File: config.mk
export PLATFORM = sky130hd
export DESIGN_NAME = keypad_scanner
export DESIGN_NICKNAME = d
export VERILOG_FILES = /design/src/rtl/keypad_pkg.sv /design/src/rtl/sync_2ff.sv /design/src/rtl/keypad_scanner.sv
export SDC_FILE = /design/constraint.sdc
export NUM_CORES = 1
export LEC_CHECK = 0
export CORE_MARGIN = 2
export CORE_UTILIZATION = 55
export CTS_CLUSTER_SIZE = 40
export DETAILED_ROUTE_END_ITERATION = 7
export DONT_BUFFER_PORTS = 1
export PLACE_DENSITY = 0.7
export SETUP_SLACK_MARGIN = 0.02
export SYNTH_ARGS = -nofsm -noshare
export SYNTH_HDL_FRONTEND = slang
export SYNTH_SLANG_ARGS = --single-unit
File: constraint.sdc
create_clock -name clk_i -period 4.6 [get_ports clk_i]
set_clock_uncertainty 0.2 [all_clocks]
set_input_delay 0.69 -clock clk_i [delete_from_list [all_inputs] [get_ports clk_i]]
set_output_delay 0.69 -clock clk_i [all_outputs]
set_load 0.01 [all_outputs]
File: src/rtl/keypad_pkg.sv
// keypad_pkg
// Shared definitions for the 4x4 matrix keypad scanner: the scanner state
// enum, the column count and the Pmod KYPD key map with its lookup helper.
package keypad_pkg;

  typedef enum logic [1:0] {
    SCAN,
    DEBOUNCE,
    HELD
  } state_t;

  localparam int NUM_COLS = 4;
  localparam int COL_W    = $clog2(NUM_COLS);

  // Sixteen 4-bit codes indexed by {row, col}; entry 0 (row 0, col 0) sits
  // in the least significant nibble.
  localparam logic [63:0] KEY_MAP = {
    4'hD, 4'hE, 4'hF, 4'h0,   // row 3
    4'hC, 4'h9, 4'h8, 4'h7,   // row 2
    4'hB, 4'h6, 4'h5, 4'h4,   // row 1
    4'hA, 4'h3, 4'h2, 4'h1    // row 0
  };

  function automatic logic [3:0] key_lookup(input logic [1:0] row,
                                            input logic [1:0] col);
    logic [3:0] idx;
    idx = {row, col};
    return KEY_MAP[{idx, 2'b00} +: 4];
  endfunction

endpackage

File: src/rtl/sync_2ff.sv
// sync_2ff
// Two-flop synchronizer for a bus of independent asynchronous inputs.
// Resets to all ones so that idle pulled-up lines read as inactive.
// Ports:
//   clk  in  1      destination clock
//   rst  in  1      asynchronous active-high reset
//   d    in  WIDTH  asynchronous input
//   q    out WIDTH  synchronized output (two clocks of latency)
module sync_2ff #(
  parameter int WIDTH = 1
) (
  input  logic             clk,
  input  logic             rst,
  input  logic [WIDTH-1:0] d,
  output logic [WIDTH-1:0] q
);

  logic [WIDTH-1:0] meta;

  always_ff @(posedge clk or posedge rst) begin
    if (rst) begin
      meta <= '1;
      q    <= '1;
    end else begin
      meta <= d;
      q    <= meta;
    end
  end

endmodule

File: src/rtl/keypad_scanner.sv
// keypad_scanner
// Scans a 4x4 active-low matrix keypad one column at a time, debounces the
// press and the release of a single key, and reports each accepted press as
// a one-cycle strobe with its hex code.
// Ports:
//   clk_i        in  1  system clock
//   rst_i        in  1  asynchronous active-high reset
//   rows_i       in  4  keypad rows, active-low, asynchronous
//   cols_o       out 4  column drive, active-low, exactly one bit low
//   key_code_o   out 4  code of the last accepted key
//   key_valid_o  out 1  one-cycle strobe when key_code_o updates
//   key_held_o   out 1  high while the accepted key stays pressed
module keypad_scanner
  import keypad_pkg::*;
#(
  parameter int CLOCK_FREQ_HZ    = 100_000_000,
  parameter int SCAN_RATE_HZ     = 1000,
  parameter int DEBOUNCE_SAMPLES = 4
) (
  input  logic       clk_i,
  input  logic       rst_i,
  input  logic [3:0] rows_i,
  output logic [3:0] cols_o,
  output logic [3:0] key_code_o,
  output logic       key_valid_o,
  output logic       key_held_o
);

  localparam int               DWELL      = CLOCK_FREQ_HZ / SCAN_RATE_HZ;
  localparam int               CNT_W      = $clog2(DWELL);
  localparam logic [CNT_W-1:0] DWELL_LAST = CNT_W'(DWELL - 1);
  localparam logic [3:0]       SAMPLES_N  = 4'(DEBOUNCE_SAMPLES);

  logic [3:0]       rows_sync;
  logic [CNT_W-1:0] dwell_cnt;
  logic             sample;
  logic             any_row_low;
  logic [1:0]       hit_row;

  state_t           state, state_next;
  logic [COL_W-1:0] col, col_next;
  logic [1:0]       row_lat, row_lat_next;
  logic [3:0]       match_cnt, match_cnt_next;
  logic [3:0]       release_cnt, release_cnt_next;
  logic [3:0]       key_code_next;
  logic             key_valid_next;

  sync_2ff #(
    .WIDTH(4)
  ) u_row_sync (
    .clk(clk_i),
    .rst(rst_i),
    .d  (rows_i),
    .q  (rows_sync)
  );

  // Sampling on the last dwell cycle leaves DWELL-1 cycles for the rows
  // to settle after each column change.
  assign sample = (dwell_cnt == DWELL_LAST);

  always_ff @(posedge clk_i or posedge rst_i) begin
    if (rst_i) begin
      dwell_cnt <= '0;
    end else if (sample) begin
      dwell_cnt <= '0;
    end else begin
      dwell_cnt <= dwell_cnt + CNT_W'(1);
    end
  end

  // Lowest-index low row wins when several rows share the active column.
  assign any_row_low = ~&rows_sync;

  always_comb begin
    hit_row = 2'd0;
    for (int r = 3; r >= 0; r--) begin
      if (!rows_sync[r]) begin
        hit_row = 2'(r);
      end
    end
  end

  always_ff @(posedge clk_i or posedge rst_i) begin
    if (rst_i) begin
      state       <= SCAN;
      col         <= '0;
      row_lat     <= '0;
      match_cnt   <= '0;
      release_cnt <= '0;
      key_code_o  <= '0;
      key_valid_o <= 1'b0;
    end else begin
      state       <= state_next;
      col         <= col_next;
      row_lat     <= row_lat_next;
      match_cnt   <= match_cnt_next;
      release_cnt <= release_cnt_next;
      key_code_o  <= key_code_next;
      key_valid_o <= key_valid_next;
    end
  end

  // The column only advances on a sample, so the column change always
  // coincides with the dwell counter wrapping to zero.
  always_comb begin
    state_next       = state;
    col_next         = col;
    row_lat_next     = row_lat;
    match_cnt_next   = match_cnt;
    release_cnt_next = release_cnt;
    key_code_next    = key_code_o;
    key_valid_next   = 1'b0;

    case (state)
      SCAN: begin
        if (sample) begin
          if (any_row_low) begin
            row_lat_next   = hit_row;
            match_cnt_next = '0;
            state_next     = DEBOUNCE;
          end else begin
            col_next = col + COL_W'(1);
          end
        end
      end

      DEBOUNCE: begin
        if (sample) begin
          if (!rows_sync[row_lat]) begin
            match_cnt_next = match_cnt + 4'd1;
            if (match_cnt + 4'd1 == SAMPLES_N) begin
              key_code_next    = key_lookup(row_lat, col);
              key_valid_next   = 1'b1;
              release_cnt_next = '0;
              state_next       = HELD;
            end
          end else begin
            state_next = SCAN;
            col_next   = col + COL_W'(1);
          end
        end
      end

      HELD: begin
        if (sample) begin
          if (rows_sync[row_lat]) begin
            release_cnt_next = release_cnt + 4'd1;
            if (release_cnt + 4'd1 == SAMPLES_N) begin
              state_next = SCAN;
              col_next   = col + COL_W'(1);
            end
          end else begin
            release_cnt_next = '0;
          end
        end
      end

      default: begin
        state_next = SCAN;
      end
    endcase
  end

  assign cols_o     = ~(NUM_COLS'(1) << col);
  assign key_held_o = (state == HELD);

endmodule

Word-level counts from Yosys, hierarchy flattened
Index checks and enable logic that the tools add are counted.
{"block": "totals", "regBits": 44, "latchBits": 0, "ram_bits": 0, "mem_bits_ro": 0, "in_bits": 6, "out_inout_bits": 10, "word_cells": 86, "n_memories": 0}
{"block": "op_classes", "addsub": 4, "n_mul": 0, "div_mod_pow": 0, "n_lt_le_gt_ge": 1, "n_eq_ne": 16, "shift": 2, "mux": 39, "bitwise_logic": 3, "reduce_logical": 11}
{"cell": "variable part select 64 x 7 -> 4 bit, first input constant", "n": 1}
{"cell": "two-way mux 2 bit", "n": 19}
{"cell": "two-way mux 4 bit", "n": 9}
{"cell": "adder 17 x 1 -> 17 bit, second input constant", "n": 1}
{"cell": "== test 17 bit, second input constant", "n": 1}
{"cell": "two-way mux 17 bit", "n": 1}
{"cell": "case mux 4 bit (2 select lines)", "n": 2}
{"cell": "!= test 2 bit, second input constant", "n": 7}
{"cell": "case mux 2 bit (3 select lines)", "n": 2}
{"cell": "AND reduction 5 bit", "n": 2}
{"cell": "adder 4 x 1 -> 4 bit, second input constant", "n": 2}
{"cell": "== test 4 x 3 -> 1 bit, second input constant", "n": 2}
{"cell": "AND reduction 4 bit", "n": 2}
{"cell": "AND reduction 8 bit", "n": 1}
{"cell": "AND reduction 7 bit", "n": 1}
{"cell": "!= test 2 x 1 -> 1 bit, second input constant", "n": 3}
{"cell": "two-way mux 1 bit", "n": 5}
{"cell": "inverter 4 bit", "n": 1}
{"cell": "nonzero test 2 bit", "n": 2}
{"cell": "left shift 1 x 2 -> 4 bit, first input constant", "n": 1}
{"cell": "less-than comparator 2 x 3 -> 1 bit, second input constant", "n": 1}
{"cell": "!= test 3 bit, second input constant", "n": 1}
{"cell": "AND reduction 3 bit", "n": 1}
{"cell": "nonzero test 3 bit", "n": 1}
{"cell": "other kinds (6)", "n": 7}

Longest topological paths before layout
{"block": "depth", "word_depth": 6, "ltp_mapped": 8, "ltp_nobuf": 7}

Hierarchy
From an unflattened synthesis, not the netlist that was laid out.
{"block": "hier_totals", "hier_cells": 217, "area_unflattened_um2": 2260.9}
{"module": "keypad_scanner", "instances": 1, "cells_per_inst": 208, "area_each_um2": 2047.0, "seq_area_each_um2": 900.9}
{"module": "sync_2ff", "instances": 1, "cells_per_inst": 9, "area_each_um2": 214.0, "seq_area_each_um2": 210.2}

Worst setup path before layout
No wires, ideal clock.
{"block": "synth_timing", "path_type": "reg-to-reg", "from": "register release_cnt[0]", "to": "register col[1]", "setup_time_ns": 0.125, "arrival_ns": 2.005, "required_time_ns": 4.275, "path_slack_ns": 2.270, "path_stages_with_launch": 7, "n_path_buf": 0, "synth_period_minus_slack_ns": 2.330, "path_cell_list": "dfrtp_1 > ha_1 > nand2b_1 > o32a_1 > or3_1 > a221o_1 > mux2_4"}
{"block": "synth_between", "elab_chain_len": 4}
{"element": "from (decl)", "line": "keypad_scanner.sv:44", "source": "logic [3:0] release_cnt, release_cnt_next;"}
{"element": "from (signal assigned)", "line": "keypad_scanner.sv:97", "source": "release_cnt <= release_cnt_next;"}
{"element": "adder 4 x 1 -> 4 bit", "line": "keypad_scanner.sv:148", "source": "if (release_cnt + 4'd1 == SAMPLES_N) begin"}
{"element": "== test 4 x 3 -> 1 bit", "line": "keypad_scanner.sv:148"}
{"element": "!= test 2 x 1 -> 1 bit (no line)"}
{"element": "AND reduction 8 bit (no line)"}
{"element": "to (signal assigned)", "line": "keypad_scanner.sv:94", "source": "col <= col_next;"}
{"element": "to (decl)", "line": "keypad_scanner.sv:41", "source": "logic [COL_W-1:0] col, col_next;"}
No other way between the ends.
A chain may end at the register's enable or synchronous reset.

Worst setup path after layout
{"block": "layout_timing", "from": "register dwell_cnt[0]", "to": "register col[1]"}
{"block": "layout_between", "elab_chain_len": 3, "elab_cells_between_ends": 5, "classes_between": "eq/ne: 4; reduce/logical: 1"}
{"element": "from (decl)", "line": "keypad_scanner.sv:35", "source": "logic [CNT_W-1:0] dwell_cnt;"}
{"element": "from (signal assigned)", "line": "keypad_scanner.sv:67", "source": "dwell_cnt <= dwell_cnt + CNT_W'(1);"}
{"element": "== test 17 bit *", "line": "keypad_scanner.sv:59", "source": "assign sample = (dwell_cnt == DWELL_LAST);"}
{"element": "!= test 2 bit (no line) or != test 2 x 1 -> 1 bit (tied branches)"}
{"element": "AND reduction 8 bit (no line) *"}
Mark *: on every way between the ends. The rest lies on a longest branch, timed or not.

==> metrics.log <==
INFO  metric totalWireLength = 4240 um
INFO  metric cts_made_buffers = 5
INFO  metric detail_route.drc_violations = 0
INFO  metric vdd_ir_drop_max = 0.187 mV
INFO  metric cp_data_arrival_time = 2.77 ns
INFO  metric r2r-end = col[1]$_DFFE_PP0P_
INFO  metric global_route_wire_length_before_repair = 6840 um
INFO  metric critical_path_required = 4.59 ns
INFO  metric drt_pass1_iterations = 4
INFO  metric maxCapViolCount = 0
INFO  metric maxClockFrequency = 0.360 GHz
INFO  metric first_global_vias = 1546
INFO  metric cts_tree = done
INFO  metric grt_antenna_before_repair = 0
INFO  metric final_hold_viol_count = 0
INFO  metric n_diodes = 0
INFO  metric avgRoutedWirePerCell = 15.3 um
INFO  metric net-switching-power = 0.149 mW
INFO  metric port_buffers = 0
INFO  metric worstRegToRegCells = 6
INFO  metric yosys_warnings = 0
INFO  metric synth-seq-cells = 44
INFO  metric cts_root_buffer = clkbuf_8
INFO  metric r2r_setup_slack = 1.83 ns
INFO  metric cts_max_path_buffers = 2
INFO  metric total_leakage_power = 1.02 nW
INFO  metric weighted_congestion_reported_at_the_end_of_routability_driven_placement = 0.836
INFO  metric slew_headroom = 43.5%
INFO  metric syn_nets = 243
INFO  metric sequentialPowerShare = 55.8%
INFO  metric htreeDepth = 2
INFO  metric pwr_density_cell = 293 nW/um^2
INFO  metric cts_setup_buffers = 0
INFO  metric io_pins = 16
INFO  metric placementRows = 23
INFO  metric hold_slack = 0.160 ns
INFO  metric slew_viol_final = 0
INFO  metric cellInternalPower = 0.559 mW
INFO  metric dominantRegCellSynth = dfrtp_1
INFO  metric crit_path_end_kind = flip-flop
INFO  metric post_cts_repair_resize_count = 0
INFO  metric antenna_violating_nets_post_route = 0
INFO  metric postSynthAreaPerCell = 10.0 um^2
INFO  metric post-route-period-util = 60.3%
INFO  metric fp.dieArea = 4630 um^2
INFO  metric design.final.nets = 244
INFO  metric route.detailed.vias_per_inst = 6.01
INFO  metric regToRegStartpoint = dwell_cnt[0]$_DFF_PP0_
INFO  metric grt_overflow_total = 0
INFO  metric initialDrtViolationCount = 121
INFO  metric clock_insertion_delay_worst_skew = 0.31 ns
INFO  metric core_area = 3970 um^2
INFO  metric routed-via-count = 1664
INFO  metric crit_type = reg2reg
INFO  metric floorplan.die.width = 68.1 um
INFO  metric yosysSeqAreaShare = 49.2%
INFO  metric power.switching_fraction = 21.1%
INFO  metric share_of_cells_above_drive_strength_1 = 10.6%
INFO  metric hold_path_end = u_row_sync.q[0]$_DFF_PP1_
INFO  metric startpoint_type = flip-flop
INFO  metric cts_hold_buf = 0
INFO  metric yosysUniqueCellTypes = 46
INFO  metric worstPathMaxFanout = 12
INFO  metric area.growth.synth_to_final = 6.87%
INFO  metric globalRouteTotalUtil = 20.3%
INFO  metric tightestPinTransition = 0.839 ns
INFO  metric unrepaired_setup_endpoints_after_global_routing = false
INFO  metric grt_max_degree = 45
INFO  metric tns = 0 ns
INFO  metric timing.final.setup_violations = 0
INFO  metric syn_inst = 225
INFO  metric time_the_final_worst_path_needs_with_i_o_delays_and_setup = 2.77 ns
INFO  metric hpwlAfterDp = 3050 um
INFO  metric worst_setup_hold_path_clk_slew = 0.09 ns
INFO  metric clock-sinks = 44
INFO  metric synth_area = 2260 um^2
INFO  metric hold_class = reg2reg
INFO  metric status = finished, final reports clean
INFO  metric chip_height = 68.1 um
INFO  metric power_frac_comb = 1.7%
INFO  metric min_path_cells = 0
INFO  metric synth-edff-count = 0
INFO  metric initial_utilization = 56.9%
INFO  metric timing.hold.worst.start = u_row_sync.meta[0]$_DFF_PP1_
INFO  metric portion_of_total_power_attributed_to_the_clock_network = 42.6%
INFO  metric ys_async_sr_fraction = 100%
worst max path at each step:
stage                    endpoint                        from
6_report       col[1]$_DFFE_PP0P_      dwell_cnt[0]$_DFF_PP0_
5_1_grt        col[1]$_DFFE_PP0P_      dwell_cnt[0]$_DFF_PP0_
4_1_cts        col[1]$_DFFE_PP0P_      dwell_cnt[0]$_DFF_PP0_
3_5_place_dp   col[1]$_DFFE_PP0P_      dwell_cnt[0]$_DFF_PP0_
3_3_place_gp   col[1]$_DFFE_PP0P_      dwell_cnt[0]$_DFF_PP0_
2_1_floorplan  col[1]$_DFFE_PP0P_  release_cnt[0]$_DFFE_PP0P_
worst max-delay path: stages (launching register included):
cell	delay (ns)
dfrtp_1	0.40
ha_1	0.24
and4_1	0.29
nand4_1	0.36
or3_1	0.48
a221o_1	0.37
mux2_4	0.31
cell families (layout without fill, tap and decap cells):
logic type	count (synthesis)	count (layout)	synth area share, %
compound gates	43	43	11.5
xor+xnor	16	16	6.20
fa+ha+maj	12	12	6.65
buf+inv	22	24	3.88
flops	44	44	49.2
mux	3	3	2.16
simple gates	85	85	20.4
through the flow:
| step | setup slack [ns] | instances | instance area [um^2] | total power, mW | utilization (%) |
|---|---|---|---|---|---|
| 2_1_floorplan | 2.27 | 225 | 2260 | 0.411 | - |
| 6_report | 1.83 | 277 | 2410 | 0.708 | 60.8 |
| 5_1_grt | 1.66 | 277 | 2410 | 0.733 | 60.8 |
| 3_5_place_dp | 1.87 | 269 | 2300 | 0.415 | 57.8 |
| 3_3_place_gp | 1.92 | 269 | 2300 | 0.414 | 57.8 |
| 4_1_cts | 1.83 | 277 | 2410 | 0.715 | 60.8 |
area by class of cell:
class	instances	area, um^2
fill	338	1560
clock buffer	5	68.8
multi-input combinational	159	1060
tap	50	62.6
inverter	15	56.3
timing repair buffer	1	7.51
sequential	44	1110
clock inverter	3	47.5
flip-flops by register name (all words and copies together), names as in the netlist:
register,flops
state,2
key_code_o,4
row_lat,2
u_row_sync.q,4
u_row_sync.meta,4
match_cnt,4
col,2
dwell_cnt,17
release_cnt,4
key_valid_o,1
per-layer routing:
layer  vias up  GRT usage, %  part of all wire (%)
met4         0          10.3                   1.2
li1        797             -                     -
met3         5          5.10                   4.3
met2        39          34.1                    50
met5         -             0                     0
met1       823          24.0                    44
synthesized netlist by cell type, types with 5 or more instances:
library cell,count,area share (%)
xnor2_1,12,4.7
ha_1,12,6.6
dfstp_2,8,9.3
nand4_1,5,1.4
nand2_1,20,3.3
o21ai_0,16,3.5
inv_1,15,2.5
nor2_1,15,2.5
dfrtp_1,36,40
nand3_1,12,2.7
a21oi_1,12,2.7
power groups by stage:
stage          Combinational, mW  Sequential (mW)  Clock, mW
3_5_place_dp              0.0125            0.402          0
5_1_grt                   0.0138            0.396      0.324
4_1_cts                   0.0125            0.395      0.307
2_1_floorplan            0.00922            0.402          0
3_3_place_gp              0.0121            0.402          0
6_report                  0.0118            0.395      0.301
layout by cell type, fill, tap and decap left out, drive strengths merged, types with 2 or more instances in the layout:
| cell type | count |
|---|---|
| a21oi | 12 |
| a31oi | 3 |
| a41oi | 2 |
| and2 | 2 |
| and3 | 4 |
| and4 | 3 |
| clkbuf | 5 |
| clkinv | 2 |
| dfrtp | 36 |
| dfstp | 8 |
| ha | 12 |
| inv | 15 |
| mux2 | 2 |
| nand2 | 20 |
| nand2b | 5 |
| nand3 | 12 |
| nand4 | 5 |
| nor2 | 15 |
| nor2b | 2 |
| nor3 | 4 |
| nor4 | 3 |
| nor4b | 2 |
| o21ai | 16 |
| o31ai | 2 |
| or3 | 2 |
| xnor2 | 12 |
| xor2 | 4 |
Note: power is estimated with default switching activity, not from simulation.
